File: config.mk
export PLATFORM = sky130hd
export DESIGN_NAME = pio_conditioner
export DESIGN_NICKNAME = d
export VERILOG_FILES = /design/src/rtl/pio_conditioner.sv
export SDC_FILE = /design/constraint.sdc
export NUM_CORES = 1
export LEC_CHECK = 0
export CORE_ASPECT_RATIO = 0.75
export CORE_MARGIN = 2
export CORE_UTILIZATION = 38
export DETAILED_ROUTE_END_ITERATION = 10
export GPL_TIMING_DRIVEN = 1
export HOLD_SLACK_MARGIN = 0.02
export PLACE_DENSITY = 0.83
export SLEW_MARGIN = 10
export SYNTH_ARGS = -nofsm -noshare
export SYNTH_HDL_FRONTEND = slang
export SYNTH_SLANG_ARGS = --single-unit
File: constraint.sdc
create_clock -name clock -period 1.2 [get_ports clock]
set_clock_uncertainty 0.05 [all_clocks]
set_input_delay 0.24 -clock clock [delete_from_list [all_inputs] [get_ports clock]]
set_output_delay 0.24 -clock clock [all_outputs]
set_load 0.1 [all_outputs]
File: src/rtl/pio_conditioner.sv
// PIO pin conditioner: synchroniser, per-bit glitch filter, loopback, edge flags.
// Define PIO_FILTER_EN to enable the filter_len-driven glitch filter.
module pio_conditioner #(
    parameter int               WIDTH       = 7,
    parameter int               FILTER_BITS = 4,
    parameter logic [WIDTH-1:0] IDLE_LEVEL  = 7'h7F
) (
    input  logic                   clock,
    input  logic                   reset,
    input  logic [WIDTH-1:0]       pio_pin_in,
    input  logic [WIDTH-1:0]       pio_oe,
    input  logic [WIDTH-1:0]       pio_out,
    input  logic [FILTER_BITS-1:0] filter_len,
    input  logic [WIDTH-1:0]       edge_clear,
    output logic [WIDTH-1:0]       pio_clean,
    output logic [WIDTH-1:0]       edge_flag,
    output logic                   any_edge
);

    logic [WIDTH-1:0] s1;
    logic [WIDTH-1:0] s2;
    logic [WIDTH-1:0] next_clean;

`ifdef PIO_FILTER_EN
    logic [FILTER_BITS-1:0] cnt [WIDTH];
    logic [FILTER_BITS-1:0] lim;

    // A zero length behaves as a one-cycle filter.
    assign lim = (filter_len == '0) ? '0 : filter_len - FILTER_BITS'(1);

    always_comb begin
        next_clean = pio_clean;
        for (int i = 0; i < WIDTH; i++) begin
            if (pio_oe[i])
                next_clean[i] = pio_out[i];
            else if (s2[i] != pio_clean[i] && cnt[i] >= lim)
                next_clean[i] = s2[i];
        end
    end

    always_ff @(posedge clock) begin
        if (reset) begin
            for (int i = 0; i < WIDTH; i++)
                cnt[i] <= '0;
        end else begin
            for (int i = 0; i < WIDTH; i++) begin
                if (pio_oe[i] || s2[i] == pio_clean[i] || cnt[i] >= lim)
                    cnt[i] <= '0;
                else
                    cnt[i] <= cnt[i] + FILTER_BITS'(1);
            end
        end
    end
`else
    logic unused_filter_len;

    assign unused_filter_len = ^filter_len;

    always_comb begin
        next_clean = pio_clean;
        for (int i = 0; i < WIDTH; i++)
            next_clean[i] = pio_oe[i] ? pio_out[i] : s2[i];
    end
`endif

    always_ff @(posedge clock) begin
        if (reset) begin
            s1        <= IDLE_LEVEL;
            s2        <= IDLE_LEVEL;
            pio_clean <= IDLE_LEVEL;
            edge_flag <= '0;
        end else begin
            s1        <= pio_pin_in;
            s2        <= s1;
            pio_clean <= next_clean;
            // A change on this edge wins over a same-cycle clear.
            edge_flag <= (next_clean ^ pio_clean) | (edge_flag & ~edge_clear);
        end
    end

    assign any_edge = |edge_flag;

endmodule
==> out/results.ini, run 1 <==
[finish]
final_cells=170
n_fill_cell=172
final_nets=171
syn2layout_area_growth_pct=85.4
drive_above_1_share_pct=32.4
antenna_cells=0
fin_area_mm2=0.00175

[die]
dieArea_mm2=0.00290
die_x_um=61.6
initial_core_util_pct=40.6
core-area_mm2=0.00233
die_h_um=47.2
pin_count=49
rows=15

[sta]
setup_viol=4
finalWorstSetupSlack_ps=-350
slew_violations=0
rsz0062_at_grt=true
relSlewSlack_pct=83.4
hold_viol=0
setup_tns_ps=-676
finalCritPeriodShare_pct=129
min_period_ps=1550
max_slew.worst_pin.slew_ps=243
fmax_ghz=0.645

[critical_path]
worstSetupStartpoint=edge_flag[0]
crit_required_ps=910
critical-path-max-stage-delay_ps=360
path_class=reg -> out
critPathTopFamily=simple AND/OR/NAND/NOR gates
endpoint_kind=output pin
crit_chain=nor4_4, nand2_4, buf_12
slowest_stage=dfxtp_2
path_buf_inv=1
worstSetupStartpointType=flop
arrival_ps=1260
r2r-start=s2[3]
worstPathMaxFanout=2

[synthesis]
synth_compound_area_share_pct=3.71
synth.distinct_cells=11
synthAdderAreaFrac_pct=0
synth-simple-area-share_pct=20.1
synthMuxAreaShare_pct=7.42
avgSynthCellArea_um2=11.4
synth-seq-area-share_pct=59.3
synth_xor_area_share_pct=6.49
synth_top_family_by_area=simple AND/OR/NAND/NOR gates
ys_seq_elements=28
synth_nets=117
yosys_warnings=0
syn_inst=83
syn_area_um2=945

[global_routing]
grt_pass1_vias=740
grt_max_degree=29
overflow=0
antenna_found_initial=0
grt_usage_pct=14.7
grt_pass1_wl_um=2990

[place]
dp.cells=163
gp_congestion=0.586
place_area_mm2=0.00165
dpl.hpwl_um=1410
io_buffers=44

[drt]
vias=709
ant_nets=0
drc=0
wl_per_cell_um=11.0
drt_iter0_drc=6
drt-total-wl_um=1880
drt_first_pass_iters=2
viasPerCell=4.17

[power]
power.density_mw_per_mm2=1360
peakVddDrop_uv=1010
p_leak_nw=0.700

[run]
maxCapViolCount=0

[cts]
cts_root_buf=clkbuf_4
cts_hold_buffers=0
clkLatencyLatePin_ps=330
cts_tree=built
htreeDepth=1
clock_path_buffers=2
cts_buffers=3
clkTransAtPathRegs_ps=140
clock_sinks=28

[min_path]
hp-class=reg -> reg
worstHoldStart=s1[1]

[run_status]
status=complete, but fails checks
violations=setup timing

[through the flow]
| step | power [mW] | hold slack, ps | worst slack, ps | utilization, % |
|---|---|---|---|---|
| global route | 2.48 | 378 | -409 | 75.3 |
| finish | 2.39 | 370 | -350 | 75.3 |
| global placement | 1.78 | 337 | -196 | 70.8 |
| detailed placement | 1.79 | 340 | -231 | 70.8 |
| CTS | 2.40 | 373 | -343 | 74.4 |
| floorplan | 1.47 | 287 | -167 | - |
[what timing repair did]
action                     in CTS  in global routing
gates resized for setup         8                  2
pin swaps                       2                  0
setup endpoints to repair      10                 15
buffers inserted                1                  2
cloned                          0                  0
[logic make-up after synthesis]
kind of cell / count (synthesis)
xor gates and xnor gates: 7
muxes: 7
and+or+nand+nor: 31
buffers and inverters: 3
AOI/OAI and AO/OA: 7
DFF: 28
[final timing paths]
kind	end	slack, ps	cells after the start
setup / recovery	any_edge	-350	3
hold / removal	s2[1]	370	1
hold reg to reg	s2[1]	370	1
setup reg to reg	edge_flag[3]	270	3
[report_power, final]
| group | switching (mW) | leakage [nW] | internal, mW |
|---|---|---|---|
| Sequential | 0.0525 | 0.235 | 0.989 |
| Clock | 0.268 | 0.0279 | 0.338 |
| Combinational | 0.403 | 0.437 | 0.337 |
| Total | 0.724 | 0.700 | 1.66 |
[area by class of cell]
cell class	count	area, um2	area share [%]
Clock buffer	3	22.5	1.29
Clock inverter	1	30.0	1.71
Multi-Input combinational cell	52	384	21.9
Sequential cell	28	598	34.1
Tap cell	34	42.5	2.43
Timing Repair Buffer	52	674	38.5
[flip-flops by register name, summed over array words and instances (netlist names)]
register / count
edge_flag: 7
pio_clean: 7
s1: 7
s2: 7
[placed cells by master, fill, tap and decap left out]
cell type / n
a21oi_1: 7
buf_12: 16
buf_4: 4
buf_6: 3
bufinv_16: 1
clkbuf_4: 3
clkdlybuf4s50_1: 29
dfxtp_1: 14
dfxtp_2: 6
dfxtp_4: 8
mux2i_1: 7
nand2_4: 1
nand2b_1: 14
nor3_2: 1
nor4_4: 1
or2_1: 14
xor2_1: 7
[layer usage]
layer  GRT usage (%)  vias to the layer above  part of all wire, %
met1            14.8                      314                   39
met5               0                        -                    0
met2            27.6                       24                   54
li1                -                      369                    -
met4            3.83                        0                 0.53
met3            7.16                        2                  7.2
[synth_stat cells (all sizes together)]
| cell | count | area share (%) |
|---|---|---|
| dfxtp | 28 | 59 |
| nand2b | 14 | 9.3 |
| or2 | 14 | 9.3 |
| a21oi | 7 | 3.7 |
| mux2i | 7 | 7.4 |
| xor2 | 7 | 6.5 |
| buf | 3 | 2.9 |
| nand2 | 1 | 0.40 |
| nor3 | 1 | 0.53 |
| nor4 | 1 | 0.66 |
Note: power is estimated with default switching activity, not from simulation.
==> run 2: changes to the inputs <==
- CORE_MARGIN: 2 -> unset
==> out/results.ini, run 2 (synthesized netlist as in run 1, its figures left out) <==
[cts]
cts_buffers=3  ; unchanged
clock_path_buffers=2  ; unchanged
htreeDepth=1  ; unchanged
clkLatencyLatePin_ps=330  ; about the same
cts_hold_buffers=0  ; unchanged
cts_root_buf=clkbuf_4
clock_sinks=28  ; unchanged
cts_tree=built
clkTransAtPathRegs_ps=150  ; about the same

[sta]
fmax_ghz=0.641  ; -0.73%
relSlewSlack_pct=82.7  ; -0.64 points
setup_tns_ps=-618  ; +58.0 ps
finalWorstSetupSlack_ps=-361  ; -11.4 ps
rsz0062_at_grt=true
hold_viol=0  ; unchanged
slew_violations=0  ; unchanged
max_slew.worst_pin.slew_ps=252  ; +9.37 ps
setup_viol=5  ; +1
min_period_ps=1560  ; +11.4 ps
finalCritPeriodShare_pct=130  ; +0.95 points
timing.hold.ws_ps=370  ; -0.287 ps

[drt]
viasPerCell=4.35  ; +4.2%
drt_iter0_drc=15  ; +9
drt-total-wl_um=2090  ; +11%
vias=752  ; +6.1%
wl_per_cell_um=12.1  ; +9.4%
ant_nets=0  ; unchanged
drt_first_pass_iters=4  ; +2
drc=0  ; unchanged

[critical_path]
crit_end=any_edge
crit_chain=nor4_4, nand2_4, buf_12
r2r-end=edge_flag[5]
r2r-start=s2[5]
reg2reg_slack_ps=230  ; -40 ps
worstSetupStartpoint=edge_flag[0]
worstPathMaxFanout=2  ; unchanged
crit_required_ps=910  ; about the same
rr_worst_depth=3  ; unchanged
slowest_stage=dfxtp_2
path_class=reg -> out
critical-path-max-stage-delay_ps=360  ; about the same
worstSetupStartpointType=flop
arrival_ps=1270  ; about the same
endpoint_kind=output pin

[finish]
final_common_cell=clkdlybuf4s50_1
drive_above_1_share_pct=33.8  ; +1.5 points
final_nets=174  ; +1.8%
antenna_cells=0  ; unchanged
n_fill_cell=177  ; +2.9%
final_cell_mix=clkdlybuf4s50_1, buf_12, or2_1, nand2b_1, dfxtp_1
fin_util_pct=75.2  ; about the same
syn2layout_area_growth_pct=85.3  ; about the same

[power]
p_total_mw=2.32  ; -3.0%
p_sw_uw=734  ; +1.4%
power.internal_mw=1.58  ; -5.0%
sw_frac_of_total_pct=31.7  ; +1.4 points
p_seq_share_pct=45.1  ; +1.5 points
p_clk_share_pct=22.8  ; -2.6 points
power.density_mw_per_mm2=1320  ; -3.0%
p_leak_nw=0.705  ; +0.81%
peakVddDrop_uv=977  ; -3.2%
combPwrFrac_pct=32.0  ; +1.0 points

[global_routing]
overflow=0  ; unchanged
grt_pass1_vias=775  ; +4.7%
grt_usage_pct=17.6  ; +2.9 points
grt_max_degree=17  ; -41%
antenna_found_initial=0  ; unchanged
grt_pass1_wl_um=3260  ; +8.8%

[place]
gp_congestion=0.668  ; +14%
post-place-ws_ps=-246  ; -15.3 ps
io_buffers=44  ; unchanged
dpl.hpwl_um=1700  ; +20%

[min_path]
hp-class=reg -> reg
min_path_cells=1  ; unchanged

[run_status]
status=complete, but fails checks
violations=setup timing

[die]
pin_count=49  ; unchanged
initial_core_util_pct=40.6  ; unchanged
core-area_mm2=0.00233  ; unchanged
die_h_um=45.2  ; -4.2%
die_x_um=59.6  ; -3.2%
rows=15  ; unchanged
dieArea_mm2=0.00269  ; -7.3%

[run]
maxCapViolCount=0  ; unchanged

[run 2: cell types whose count changed in the layout (fill, tap and decap cells not counted), sizes merged]
cell | before | now
buf | 23 | 26
clkbuf | 3 | 4
bufinv | 1 | 0
[run 2: repair_timing]
item,4_1_cts,5_1_grt
setup endpoints to repair,12,15
gates resized for setup,7,1
pin swaps,2,0
buffers inserted,4,0
cloned,0,0
endpoints found under the hold margin,0,0
[run 2: cell type report]
cell class | count | area (um2) | share of cell area, %
Timing Repair Buffer | 55 | 681 | 38.9
Sequential cell | 28 | 596 | 34.0
Multi-Input combinational cell | 52 | 384 | 21.9
Clock buffer | 4 | 47.5 | 2.72
Tap cell | 34 | 42.5 | 2.43
[run 2: per-layer routing]
layer  global-route usage (%)  wire [um]
met1                     18.1        793
met2                     32.6       1160
met3                     7.45        116
met4                     6.05         17
met5                        0          0
[run 2: worst min-delay path by stage]
stage,startpoint,slack (ps),endpoint
2_1_floorplan,pio_pin_in[0],290,s1[0]
3_3_place_gp,s1[1],340,s2[1]
3_5_place_dp,s1[6],340,s2[6]
4_1_cts,s1[1],370,s2[1]
5_1_grt,pio_pin_in[6],370,s1[6]
6_report,s1[1],370,s2[1]
[run 2: through the flow]
stage	instance area, um2	instances
floorplan	992	83
global placement	1650	165
detailed placement	1650	165
CTS	1750	173
global route	1750	173
finish	1750	173
[run 2: power groups by stage]
stage	Sequential (mW)	Combinational [mW]	Clock, mW
5_1_grt	1.05	0.772	0.587
3_5_place_dp	1.07	0.728	0
3_3_place_gp	1.07	0.716	0
2_1_floorplan	1.31	0.154	0
6_report	1.05	0.742	0.528
4_1_cts	1.05	0.747	0.544
[run 2: worst max-delay path, delay by kind of cell (launching register included)]
family | cells | cell delay [ps]
DFF | 1 | 360
buffers and inverters | 1 | 170
and+or+nand+nor | 2 | 410
==> run 3: changes to the inputs <==
- CAP_MARGIN: unset -> 20
- TNS_END_PERCENT: unset -> 30
==> out/results.ini, run 3 (synthesized netlist as in run 1, its figures left out) <==
[critical_path]
slowest_stage=dfxtp_2
critPathTopFamily=simple AND/OR/NAND/NOR gates
path_class=reg -> out
arrival_ps=1240  ; -30 ps
r2r-start=edge_flag[2]
critical-path-max-stage-delay_ps=360  ; about the same
path_buf_inv=1  ; unchanged
crit_chain=nor4_4, nand2_4, buf_12
r2r-end=edge_flag[2]
rr_worst_depth=5  ; +2
endpoint_kind=output pin
reg2reg_slack_ps=200  ; -30 ps
worstSetupStartpointType=flop
crit_required_ps=910  ; about the same
worstPathMaxFanout=2  ; unchanged

[sta]
timing.hold.ws_ps=373  ; +3.08 ps
slew_violations=0  ; unchanged
rsz0062_at_grt=true
finalWorstSetupSlack_ps=-331  ; +29.8 ps
hold_viol=0  ; unchanged
max_slew.worst_pin.slew_ps=249  ; -3.25 ps
setup_viol=4  ; -1
relSlewSlack_pct=82.9  ; +0.22 points
min_period_ps=1530  ; -29.8 ps
fmax_ghz=0.653  ; +1.9%
finalCritPeriodShare_pct=128  ; -2.5 points

[min_path]
worstHoldStart=s1[5]
hp-class=reg -> reg
min_to=s2[5]
min_path_cells=1  ; unchanged

[place]
gp_congestion=0.696  ; +4.2%
io_buffers=44  ; unchanged
dp.cells=164  ; -0.61%

[cts]
clkLatencyLatePin_ps=320  ; about the same
cts_hold_buffers=0  ; unchanged
clock_sinks=28  ; unchanged
cts_buffers=3  ; unchanged
htreeDepth=1  ; unchanged
clkTransAtPathRegs_ps=130  ; -20 ps
cts_root_buf=clkbuf_4
clock_path_buffers=2  ; unchanged
cts_tree=built

[power]
power.density_mw_per_mm2=1350  ; +2.1%
peakVddDrop_uv=780  ; -20%
p_total_mw=2.38  ; +2.6%
p_leak_nw=0.705  ; about the same

[finish]
final_common_cell=clkdlybuf4s50_1
final_cell_mix=clkdlybuf4s50_1, buf_12, or2_1, nand2b_1, dfxtp_1
drive_above_1_share_pct=32.8  ; -0.97 points
syn2layout_area_growth_pct=86.2
final_cells=171  ; -1.2%
antenna_cells=0  ; unchanged
final_nets=172  ; -1.1%

[run_status]
violations=setup timing
status=complete, but fails checks

[drt]
wl_per_cell_um=10.5  ; -13%
drc=0  ; unchanged
drt_first_pass_iters=2  ; -2
ant_nets=0  ; unchanged
viasPerCell=4.19  ; -3.5%
drt_iter0_drc=5  ; -10
vias=717  ; -4.7%
drt-total-wl_um=1790  ; -14%

[die]
die_h_um=45.2  ; unchanged
core-area_mm2=0.00233  ; unchanged
rows=15  ; unchanged
pin_count=49  ; unchanged
initial_core_util_pct=40.6  ; unchanged
dieArea_mm2=0.00269  ; unchanged
die_x_um=59.6  ; unchanged

[global_routing]
grt_pass1_vias=710  ; -8.4%
antenna_found_initial=0  ; unchanged
grt_max_degree=29  ; +12
grt_usage_pct=15.3  ; -2.4 points
overflow=0  ; unchanged
grt_pass1_wl_um=2860  ; -12%

[run]
maxCapViolCount=0  ; unchanged

-- run 3: timing repair --
action / CTS / global route
hold endpoints to repair: 0 / 0
endpoints found under the setup margin: 9 / 15
pin swaps: 2 / 0
cloned: 0 / 0
gates resized for setup: 7 / 5
buffers inserted: 1 / 2
-- run 3: power breakdown --
part / total [mW] / internal, mW / switching (mW)
combinational: 0.745 / 0.341 / 0.403
clock: 0.591 / 0.338 / 0.253
sequential: 1.04 / 0.989 / 0.0516
total: 2.38 / 1.67 / 0.708
-- run 3: worst max path at each step --
| stage | startpoint | end | slack, ps | cells past startpoint |
|---|---|---|---|---|
| 2_1_floorplan | pio_clean[3] | edge_flag[3] | -180 | 2 |
| 3_3_place_gp | pio_oe[0] | edge_flag[0] | -220 | 4 |
| 3_5_place_dp | pio_oe[6] | edge_flag[6] | -230 | 4 |
| 4_1_cts | edge_flag[0] | any_edge | -360 | 3 |
| 5_1_grt | edge_flag[0] | any_edge | -400 | 3 |
| 6_report | edge_flag[0] | any_edge | -330 | 3 |
-- run 3: per-layer routing --
layer / global-route usage (%) / up-vias / share of wire (%) / routed length [um]
met5: 0 / - / 0 / 0
met2: 27.2 / 27 / 52 / 934
met4: 6.98 / 0 / 1.3 / 23
met3: 5.73 / 4 / 6.5 / 116
li1: - / 371 / - / -
met1: 16.3 / 315 / 40 / 719
-- run 3: final cells by class --
class	instances	area [um2]
Sequential cell	28	598
Clock inverter	1	30.0
Fill cell	178	568
Tap cell	34	42.5
Clock buffer	3	22.5
Multi-Input combinational cell	52	384
Timing Repair Buffer	53	682
-- run 3: per-stage QoR --
| stage | util [%] | worst slack (ps) | TNS (ps) | area [um2] |
|---|---|---|---|---|
| detailed placement | 71.0 | -229 | -2680 | 1650 |
| CTS | 74.4 | -360 | -635 | 1730 |
| floorplan | - | -180 | -584 | 990 |
| global placement | 71.0 | -218 | -2260 | 1650 |
| global route | 75.6 | -401 | -1050 | 1760 |
| finish | 75.6 | -331 | -634 | 1760 |
